[config.mk]
export PLATFORM = sky130hd
export DESIGN_NAME = multicycle_controller
export DESIGN_NICKNAME = d
export VERILOG_FILES = /design/src/rtl/multicycle_controller_pkg.sv /design/src/rtl/alu_op_decode.sv /design/src/rtl/multicycle_controller.sv
export SDC_FILE = /design/constraint.sdc
export NUM_CORES = 1
export LEC_CHECK = 0
export BUFFER_PORTS_ARGS = -buffer_cell sky130_fd_sc_hd__buf_2
export CAP_MARGIN = 40
export CORE_MARGIN = 2
export CORE_UTILIZATION = 47
export DETAILED_ROUTE_END_ITERATION = 8
export GPL_TIMING_DRIVEN = 0
export PLACE_DENSITY = 0.79
export SETUP_SLACK_MARGIN = 0.1
export SLEW_MARGIN = 0
export SYNTH_ARGS = -nofsm -noshare
export SYNTH_HDL_FRONTEND = slang
export SYNTH_HIERARCHICAL = 1
export SYNTH_SLANG_ARGS = --single-unit
export TNS_END_PERCENT = 30
[constraint.sdc]
create_clock -name clk -period 2 [get_ports clk]
set_input_delay 0.4 -clock clk [delete_from_list [all_inputs] [get_ports clk]]
set_output_delay 0.4 -clock clk [all_outputs]
set_load 0.02 [all_outputs]
[src/rtl/multicycle_controller_pkg.sv]
// Shared encodings for the multi-cycle MIPS controller: ALU ops, opcodes, functs,
// FSM states and datapath mux selects.
package multicycle_controller_pkg;

    localparam int unsigned ALU_OP_W = 4;
    localparam int unsigned OPCODE_W = 6;
    localparam int unsigned FUNCT_W  = 6;
    localparam int unsigned STATE_W  = 4;
    localparam int unsigned SEL_W    = 2;

    // Datapath constants, kept here for reference; the datapath owns the values.
    localparam int unsigned PC_INC = 4;
    localparam int unsigned RA_REG = 31;

    localparam logic [ALU_OP_W-1:0] op_nop = 4'd0;
    localparam logic [ALU_OP_W-1:0] op_add = 4'd1;
    localparam logic [ALU_OP_W-1:0] op_sub = 4'd2;
    localparam logic [ALU_OP_W-1:0] op_and = 4'd3;
    localparam logic [ALU_OP_W-1:0] op_or  = 4'd4;
    localparam logic [ALU_OP_W-1:0] op_xor = 4'd5;
    localparam logic [ALU_OP_W-1:0] op_nor = 4'd6;
    localparam logic [ALU_OP_W-1:0] op_slt = 4'd7;
    localparam logic [ALU_OP_W-1:0] op_sll = 4'd8;
    localparam logic [ALU_OP_W-1:0] op_srl = 4'd9;
    localparam logic [ALU_OP_W-1:0] op_beq = 4'd10;
    localparam logic [ALU_OP_W-1:0] op_bne = 4'd11;

    localparam logic [OPCODE_W-1:0] opc_rtype = 6'h00;
    localparam logic [OPCODE_W-1:0] opc_j     = 6'h02;
    localparam logic [OPCODE_W-1:0] opc_jal   = 6'h03;
    localparam logic [OPCODE_W-1:0] opc_beq   = 6'h04;
    localparam logic [OPCODE_W-1:0] opc_bne   = 6'h05;
    localparam logic [OPCODE_W-1:0] opc_addi  = 6'h08;
    localparam logic [OPCODE_W-1:0] opc_slti  = 6'h0A;
    localparam logic [OPCODE_W-1:0] opc_andi  = 6'h0C;
    localparam logic [OPCODE_W-1:0] opc_lw    = 6'h23;
    localparam logic [OPCODE_W-1:0] opc_sw    = 6'h2B;

    localparam logic [FUNCT_W-1:0] fn_sll = 6'h00;
    localparam logic [FUNCT_W-1:0] fn_srl = 6'h02;
    localparam logic [FUNCT_W-1:0] fn_jr  = 6'h08;
    localparam logic [FUNCT_W-1:0] fn_add = 6'h20;
    localparam logic [FUNCT_W-1:0] fn_sub = 6'h22;
    localparam logic [FUNCT_W-1:0] fn_and = 6'h24;
    localparam logic [FUNCT_W-1:0] fn_or  = 6'h25;
    localparam logic [FUNCT_W-1:0] fn_xor = 6'h26;
    localparam logic [FUNCT_W-1:0] fn_nor = 6'h27;
    localparam logic [FUNCT_W-1:0] fn_slt = 6'h2A;

    typedef enum logic [STATE_W-1:0] {
        st_fetch    = 4'd0,
        st_decode   = 4'd1,
        st_ex_r     = 4'd2,
        st_ex_i     = 4'd3,
        st_mem_addr = 4'd4,
        st_mem_rd   = 4'd5,
        st_mem_wb   = 4'd6,
        st_mem_wr   = 4'd7,
        st_wb_r     = 4'd8,
        st_wb_i     = 4'd9,
        st_branch   = 4'd10,
        st_jump     = 4'd11
    } state_e;

    localparam logic [SEL_W-1:0] pc_src_alu    = 2'd0;
    localparam logic [SEL_W-1:0] pc_src_target = 2'd1;
    localparam logic [SEL_W-1:0] pc_src_jump   = 2'd2;
    localparam logic [SEL_W-1:0] pc_src_rs     = 2'd3;

    localparam logic [SEL_W-1:0] srcb_rt      = 2'd0;
    localparam logic [SEL_W-1:0] srcb_inc     = 2'd1;
    localparam logic [SEL_W-1:0] srcb_imm     = 2'd2;
    localparam logic [SEL_W-1:0] srcb_imm_sl2 = 2'd3;

    localparam logic [SEL_W-1:0] dst_rt = 2'd0;
    localparam logic [SEL_W-1:0] dst_rd = 2'd1;
    localparam logic [SEL_W-1:0] dst_ra = 2'd2;

    localparam logic [SEL_W-1:0] m2r_alu = 2'd0;
    localparam logic [SEL_W-1:0] m2r_mdr = 2'd1;
    localparam logic [SEL_W-1:0] m2r_pc  = 2'd2;

endpackage

[src/rtl/alu_op_decode.sv]
// Combinational instruction decode: ALU operation and legality for the current IR.
module alu_op_decode
    import multicycle_controller_pkg::*;
(
    input  logic [OPCODE_W-1:0] opcode,
    input  logic [FUNCT_W-1:0]  funct,
    output logic [ALU_OP_W-1:0] alu_op_c,
    output logic                legal_c
);

    always_comb begin
        alu_op_c = op_nop;
        legal_c  = 1'b1;
        case (opcode)
            opc_rtype: begin
                case (funct)
                    fn_add:  alu_op_c = op_add;
                    fn_sub:  alu_op_c = op_sub;
                    fn_and:  alu_op_c = op_and;
                    fn_or:   alu_op_c = op_or;
                    fn_xor:  alu_op_c = op_xor;
                    fn_nor:  alu_op_c = op_nor;
                    fn_slt:  alu_op_c = op_slt;
                    fn_sll:  alu_op_c = op_sll;
                    fn_srl:  alu_op_c = op_srl;
                    fn_jr:   alu_op_c = op_nop;
                    default: legal_c  = 1'b0;
                endcase
            end
            opc_addi, opc_lw, opc_sw: alu_op_c = op_add;
            opc_andi:                 alu_op_c = op_and;
            opc_slti:                 alu_op_c = op_slt;
            opc_beq:                  alu_op_c = op_beq;
            opc_bne:                  alu_op_c = op_bne;
            opc_j, opc_jal:           alu_op_c = op_nop;
            default:                  legal_c  = 1'b0;
        endcase
    end

endmodule

[src/rtl/multicycle_controller.sv]
// Multi-cycle MIPS control FSM for a shared-memory, single-ALU datapath.
// Control outputs are decoded from the current state and are all zero while rst is high.
module multicycle_controller
    import multicycle_controller_pkg::*;
(
    input  logic                clk,
    input  logic                rst,
    input  logic [OPCODE_W-1:0] opcode,
    input  logic [FUNCT_W-1:0]  funct,
    input  logic                branch_cond,
    input  logic                mem_ready,
    output logic                pc_write,
    output logic [SEL_W-1:0]    pc_src,
    output logic                ir_write,
    output logic                mem_read,
    output logic                mem_write,
    output logic                i_or_d,
    output logic                alu_src_a,
    output logic [SEL_W-1:0]    alu_src_b,
    output logic [ALU_OP_W-1:0] alu_op,
    output logic                reg_write,
    output logic [SEL_W-1:0]    reg_dst,
    output logic [SEL_W-1:0]    mem_to_reg,
    output logic                illegal_instr,
    output logic [STATE_W-1:0]  state
);

    state_e              state_q;
    state_e              state_d;
    logic [ALU_OP_W-1:0] dec_alu_op_c;
    logic                dec_legal_c;

    alu_op_decode u_alu_op_decode (
        .opcode   (opcode),
        .funct    (funct),
        .alu_op_c (dec_alu_op_c),
        .legal_c  (dec_legal_c)
    );

    always_ff @(posedge clk or posedge rst) begin
        if (rst) begin
            state_q <= st_fetch;
        end else begin
            state_q <= state_d;
        end
    end

    always_comb begin
        state_d = state_q;
        case (state_q)
            st_fetch: if (mem_ready) state_d = st_decode;
            st_decode: begin
                state_d = st_fetch;
                if (dec_legal_c) begin
                    case (opcode)
                        opc_rtype:                state_d = (funct == fn_jr) ? st_jump : st_ex_r;
                        opc_addi, opc_andi,
                        opc_slti:                 state_d = st_ex_i;
                        opc_lw, opc_sw:           state_d = st_mem_addr;
                        opc_beq, opc_bne:         state_d = st_branch;
                        opc_j, opc_jal:           state_d = st_jump;
                        default:                  state_d = st_fetch;
                    endcase
                end
            end
            st_ex_r:     state_d = st_wb_r;
            st_ex_i:     state_d = st_wb_i;
            st_mem_addr: state_d = (opcode == opc_lw) ? st_mem_rd : st_mem_wr;
            st_mem_rd:   if (mem_ready) state_d = st_mem_wb;
            st_mem_wr:   if (mem_ready) state_d = st_fetch;
            default:     state_d = st_fetch;
        endcase
    end

    // Output decode; rst masks everything so an abandoned instruction cannot write.
    always_comb begin
        pc_write      = 1'b0;
        pc_src        = pc_src_alu;
        ir_write      = 1'b0;
        mem_read      = 1'b0;
        mem_write     = 1'b0;
        i_or_d        = 1'b0;
        alu_src_a     = 1'b0;
        alu_src_b     = srcb_rt;
        alu_op        = op_nop;
        reg_write     = 1'b0;
        reg_dst       = dst_rt;
        mem_to_reg    = m2r_alu;
        illegal_instr = 1'b0;
        if (!rst) begin
            case (state_q)
                st_fetch: begin
                    mem_read  = 1'b1;
                    alu_src_b = srcb_inc;
                    alu_op    = op_add;
                    ir_write  = mem_ready;
                    pc_write  = mem_ready;
                end
                st_decode: begin
                    alu_src_b     = srcb_imm_sl2;
                    alu_op        = op_add;
                    illegal_instr = !dec_legal_c;
                end
                st_ex_r: begin
                    alu_src_a = 1'b1;
                    alu_op    = dec_alu_op_c;
                end
                st_wb_r: begin
                    alu_op    = dec_alu_op_c;
                    reg_write = 1'b1;
                    reg_dst   = dst_rd;
                end
                st_ex_i, st_mem_addr: begin
                    alu_src_a = 1'b1;
                    alu_src_b = srcb_imm;
                    alu_op    = dec_alu_op_c;
                end
                st_wb_i: reg_write = 1'b1;
                st_mem_rd: begin
                    mem_read = 1'b1;
                    i_or_d   = 1'b1;
                end
                st_mem_wb: begin
                    reg_write  = 1'b1;
                    mem_to_reg = m2r_mdr;
                end
                st_mem_wr: begin
                    mem_write = 1'b1;
                    i_or_d    = 1'b1;
                end
                st_branch: begin
                    alu_src_a = 1'b1;
                    alu_op    = dec_alu_op_c;
                    pc_src    = pc_src_target;
                    pc_write  = branch_cond;
                end
                st_jump: begin
                    pc_write = 1'b1;
                    pc_src   = (opcode == opc_rtype) ? pc_src_rs : pc_src_jump;
                    if (opcode == opc_jal) begin
                        reg_write  = 1'b1;
                        reg_dst    = dst_ra;
                        mem_to_reg = m2r_pc;
                    end
                end
                default: ;
            endcase
        end
    end

    assign state = state_q;

endmodule

# After elaboration in Yosys (flattened, before gate mapping)
# Cells that the tools add are included.
# word_totals
ff_bits,4
# op_classes
reduce_logical,19
eq_ne,32
muxes,41
# op_table
cell,count
6-bit == test (second input constant),9
4-bit case mux with 9 select lines,1
4-bit case mux with 7 select lines,1
6-bit by 4-bit == test with 1-bit output (second input constant),4
4-bit two-way mux,6
4-bit case mux with 6 select lines,1
4-bit case mux with 5 select lines,1
6-bit by 2-bit == test with 1-bit output (second input constant),3
1-bit two-way mux,17
4-bit by 3-bit == test with 1-bit output (second input constant),4
4-bit == test (second input constant),4
2-bit OR reduction,7
6-bit by 3-bit == test with 1-bit output (second input constant),2
6-bit zero test,2
2-bit two-way mux,6
2-bit case mux with 2 select lines,3
10-bit OR reduction,1
3-bit OR reduction,3
9-bit OR reduction,1
4-bit by 2-bit == test with 1-bit output (second input constant),2
4-bit case mux with 2 select lines,1
2-bit != test (second input constant),3
2-bit case mux with 3 select lines,1
5-bit OR reduction,1
other kinds (7),8

# Depth between registers and ports, before layout
# logic_depth
ltp_word,7
ltp_mapped,9
depth_no_buf,8

# Cells and area by module
# Netlist, hierarchy kept.
# modules_own_cells
module,instances,cells_per_inst,area_each_um2,seq_area_each_um2
multicycle_controller,1,86,569.3,100.1
alu_op_decode,1,48,321.6,0.0

# Worst setup path after synthesis
# No wires, ideal clock.
# synth_timing
path_type,flip-flop to output port
start,"reg state_q[2], in the netlist state[2]"
end,out illegal_instr
n_path_buf,0
slack_ns,-0.381
arrival_ns,1.981
path_stages_with_launch,3
path_cell_list,dfrtp_1 -> nor4_1 -> nor3b_1
# synth_via
elab_chain_cells,3
# synth_lines
element,line,text
from (decl),multicycle_controller.sv:28,state_e state_q;
from (signal assigned),multicycle_controller.sv:42,state_q <= st_fetch;
from (signal assigned),multicycle_controller.sv:44,state_q <= state_d;
4-bit by 1-bit == test with 1-bit output,multicycle_controller.sv:91,case (state_q)
1-bit two-way mux,multicycle_controller.sv:91,
1-bit two-way mux,multicycle_controller.sv:90,if (!rst) begin
to (decl),multicycle_controller.sv:24,"output logic illegal_instr,"
# No other way between the ends.

# Final worst setup path
# layout_timing
start,"reg state_q[3], in the netlist state[3]"
end,out mem_write
# layout_via
elab_chain_cells,3
# layout_lines
element,line,text
4-bit by 3-bit == test with 1-bit output,multicycle_controller.sv:91,
1-bit two-way mux,multicycle_controller.sv:91,
1-bit two-way mux,multicycle_controller.sv:90,
to (decl),multicycle_controller.sv:16,"output logic mem_write,"
# No other way between the ends.

==> results.txt <==
Worst-path clk slew: 50 ps
Antenna diodes: 0
Site row count: 15
Worst Skew: 3.59 ps
Post-CTS Hold Buffers: 0
WP data required: 1600 ps
Worst Path Buf+Inv: 3
Synthesized instance count: 134
Failing checks: negative setup slack
WL met2: 2.20 mm
Max-slew headroom: 0.742
Initial antenna violation count: 0
Die area: 2260 um2
Post-synth EDFFs: 0
Commonest cells in the netlist: 16 x nor2_1, 12 x a21oi_1, 8 x nand3_1, 8 x nor2b_1
FMAX: 0.495 GHz
CTS Sinks: 4
Maximum vdd drop: 434 uV
Initial Util: 0.510
H-tree Lvls: 1
Clock Latency Late Sink: 250 ps
Post-synthesis cell area: 891 um2
Slowest stage cell, crit path: dfrtp_2
Crit-path max cell delay: 450 ps
Die H: 47.5 um
Crit-path cells: buf_4 > inv_1 > nand2_1 > nor4_2 > buf_4
WS Path Type: register to output port
Count of cell types in the netlist: 48
Design Power: 1.09 mW
First-pass iteration count of the detailed router: 5
Measured slew at the worst slew-check pin: 382 ps
Vias in the first global route: 1,125
# setup viols final: 2
Final period util: 1.01
Hold_ws: 379 ps
YS warnings: 6
Ys async rst share: 1.00
Fin worst setup slack: -21.5 ps
Synth Register Bits: 4
WP data arrival: 1620 ps
Placed cell area: 1130 um2
Max-cap violations: 0
Status: finished, violations left
Clock Path Buffers: 2
DRC viols: 0
Main synth FF type: dfrtp_1
Post-Syn Area per Cell: 6.65 um2
Layout cells sized above 1: 0.546
Layout Nets: 212
GRT Overall Usage: 0.308
Most frequent cell after synthesis: nor2_1
Share of the synthesized area in the top cell type: 0.112
Leakage power: 0.665 nW
DR iter-0 viols: 72
Core box area: 1750 um2
PortBufs: 39
Met3 wire length: 411 um
Metal-1 WL: 1.47 mm
CTS tree: yes
Pin count of the biggest net entering global routing: 13
Area leader, netlist: dfrtp_1
Pwr per Cell Area: 690 nW/um2
Worst min path class: input pin to async pin
DP HPWL: 2.04 mm
Routed len/inst: 19.8 um
Worst Path Max Fanout: 10
DR vias/cell: 6.77
CP most frequent cell: buf_4
Vias: 1,483
Uppermost layer routed: met4
Total negative setup slack: -41.6 ps
I/O Pins: 40
First-pass GRT wire length: 4.95 mm
Area grow syn2layout: 77.0%
Sequential cell area fraction in the yosys report: 0.112
Cts bufs inserted: 3
RSZ-0062 raised after global routing: yes
Die extent in x: 47.5 um
Gpl congestion: 0.859
Grt ovf: 0
DP Worst Slack: -137 ps
DRT antenna net count: 0
Top cells by area, synth: dfrtp_1 11%, a21oi_1 6.7%, nor2_1 6.7%
Slew Limit Fails: 0
Max reg flops: 4
Post-layout min period: 2020 ps
CP startpoint kind: register
Overall routed net length: 4.34 mm
Post-route cell area: 1580 um2
Cell family with most CP delay: buffers and inverters
Syn nets: 150
Clock Tree Root: clkbuf_4
Crit. End Element: output port
Final Hold Fails: 0
-- power by group --
group          switching, mW  total (mW)  internal, mW
registers             0.0362       0.139         0.103
clock network         0.0452       0.113        0.0680
logic                  0.464       0.835         0.370
total                  0.546        1.09         0.542
-- metrics by stage --
stage               utilization  instances
floorplan                     -        134
global placement          0.650        198
detailed placement        0.650        198
CTS                       0.806        215
global route              0.903        219
finish                    0.903        219
-- cell families (layout without fill, tap and decap cells) --
logic type,after synthesis,in the layout,synth area share
multiplexers,1,1,0.0112
AND/OR/NAND/NOR,75,75,0.489
flip-flops,4,4,0.112
XOR/XNOR,2,2,0.0197
AO/OA/AOI/OAI,41,41,0.309
buffers and inverters,11,71,0.0590
-- layout make-up --
class                           count  area, um2
Multi-Input combinational cell    119        910
Timing Repair Buffer               57        417
Fill cell                          86        169
Sequential cell                     4        105
Buffer                              7       76.3
Tap cell                           25       31.3
Clock buffer                        3       22.5
Inverter                            4       15.0
-- layer usage --
layer / up-vias / track usage
li1: 630 / -
met4: 0 / 0.114
met1: 679 / 0.345
met5: - / 0
met2: 138 / 0.592
met3: 36 / 0.0302
-- worst register-to-register path, stage by stage (launching register included) --
cell      delay [ps]
dfrtp_2          440
buf_8            150
buf_4            140
nor4b_1          350
a211oi_1         140
a21oi_1          210
o21ai_0          140
-- worst paths after layout --
| kind | cells after the start | endpoint | start | slack, ps |
|---|---|---|---|---|
| setup / recovery | 5 | mem_write | state[3]$_DFFE_PP0P_ | -20 |
| hold / removal | 3 | state[1]$_DFFE_PP0P_ | rst | 380 |
| setup reg to reg | 6 | state[1]$_DFFE_PP0P_ | state[0]$_DFFE_PP0P_ | 310 |
| hold reg to reg | 2 | state[3]$_DFFE_PP0P_ | state[2]$_DFFE_PP0P_ | 720 |
| max in group asynchronous | 3 | state[0]$_DFFE_PP0P_ | rst | 1420 |
| min in group clk | 4 | state[0]$_DFFE_PP0P_ | opcode[1] | 580 |
-- cells in the final DEF, fill, tap and decap left out, drive strengths merged, types with 3 or more instances in the layout --
master,netlist,final
a211o,3,3
a21oi,12,12
a31oi,3,3
and2,3,3
buf,2,61
clkbuf,5,6
dfrtp,4,4
inv,4,4
nand2,8,8
nand2b,4,4
nand3,8,8
nand3b,3,3
nor2,16,16
nor2b,9,9
nor3,8,8
nor4,5,5
o21ai,8,8
-- what timing repair did --
action | 4_1_cts | 5_1_grt
buffers inserted | 12 | 4
gates cloned | 2 | 0
pin swaps | 14 | 17
resized for setup | 45 | 39
setup endpoints to repair | 18 | 17
endpoints found under the hold margin | 0 | 0
Power figures use the tool's default switching activity.
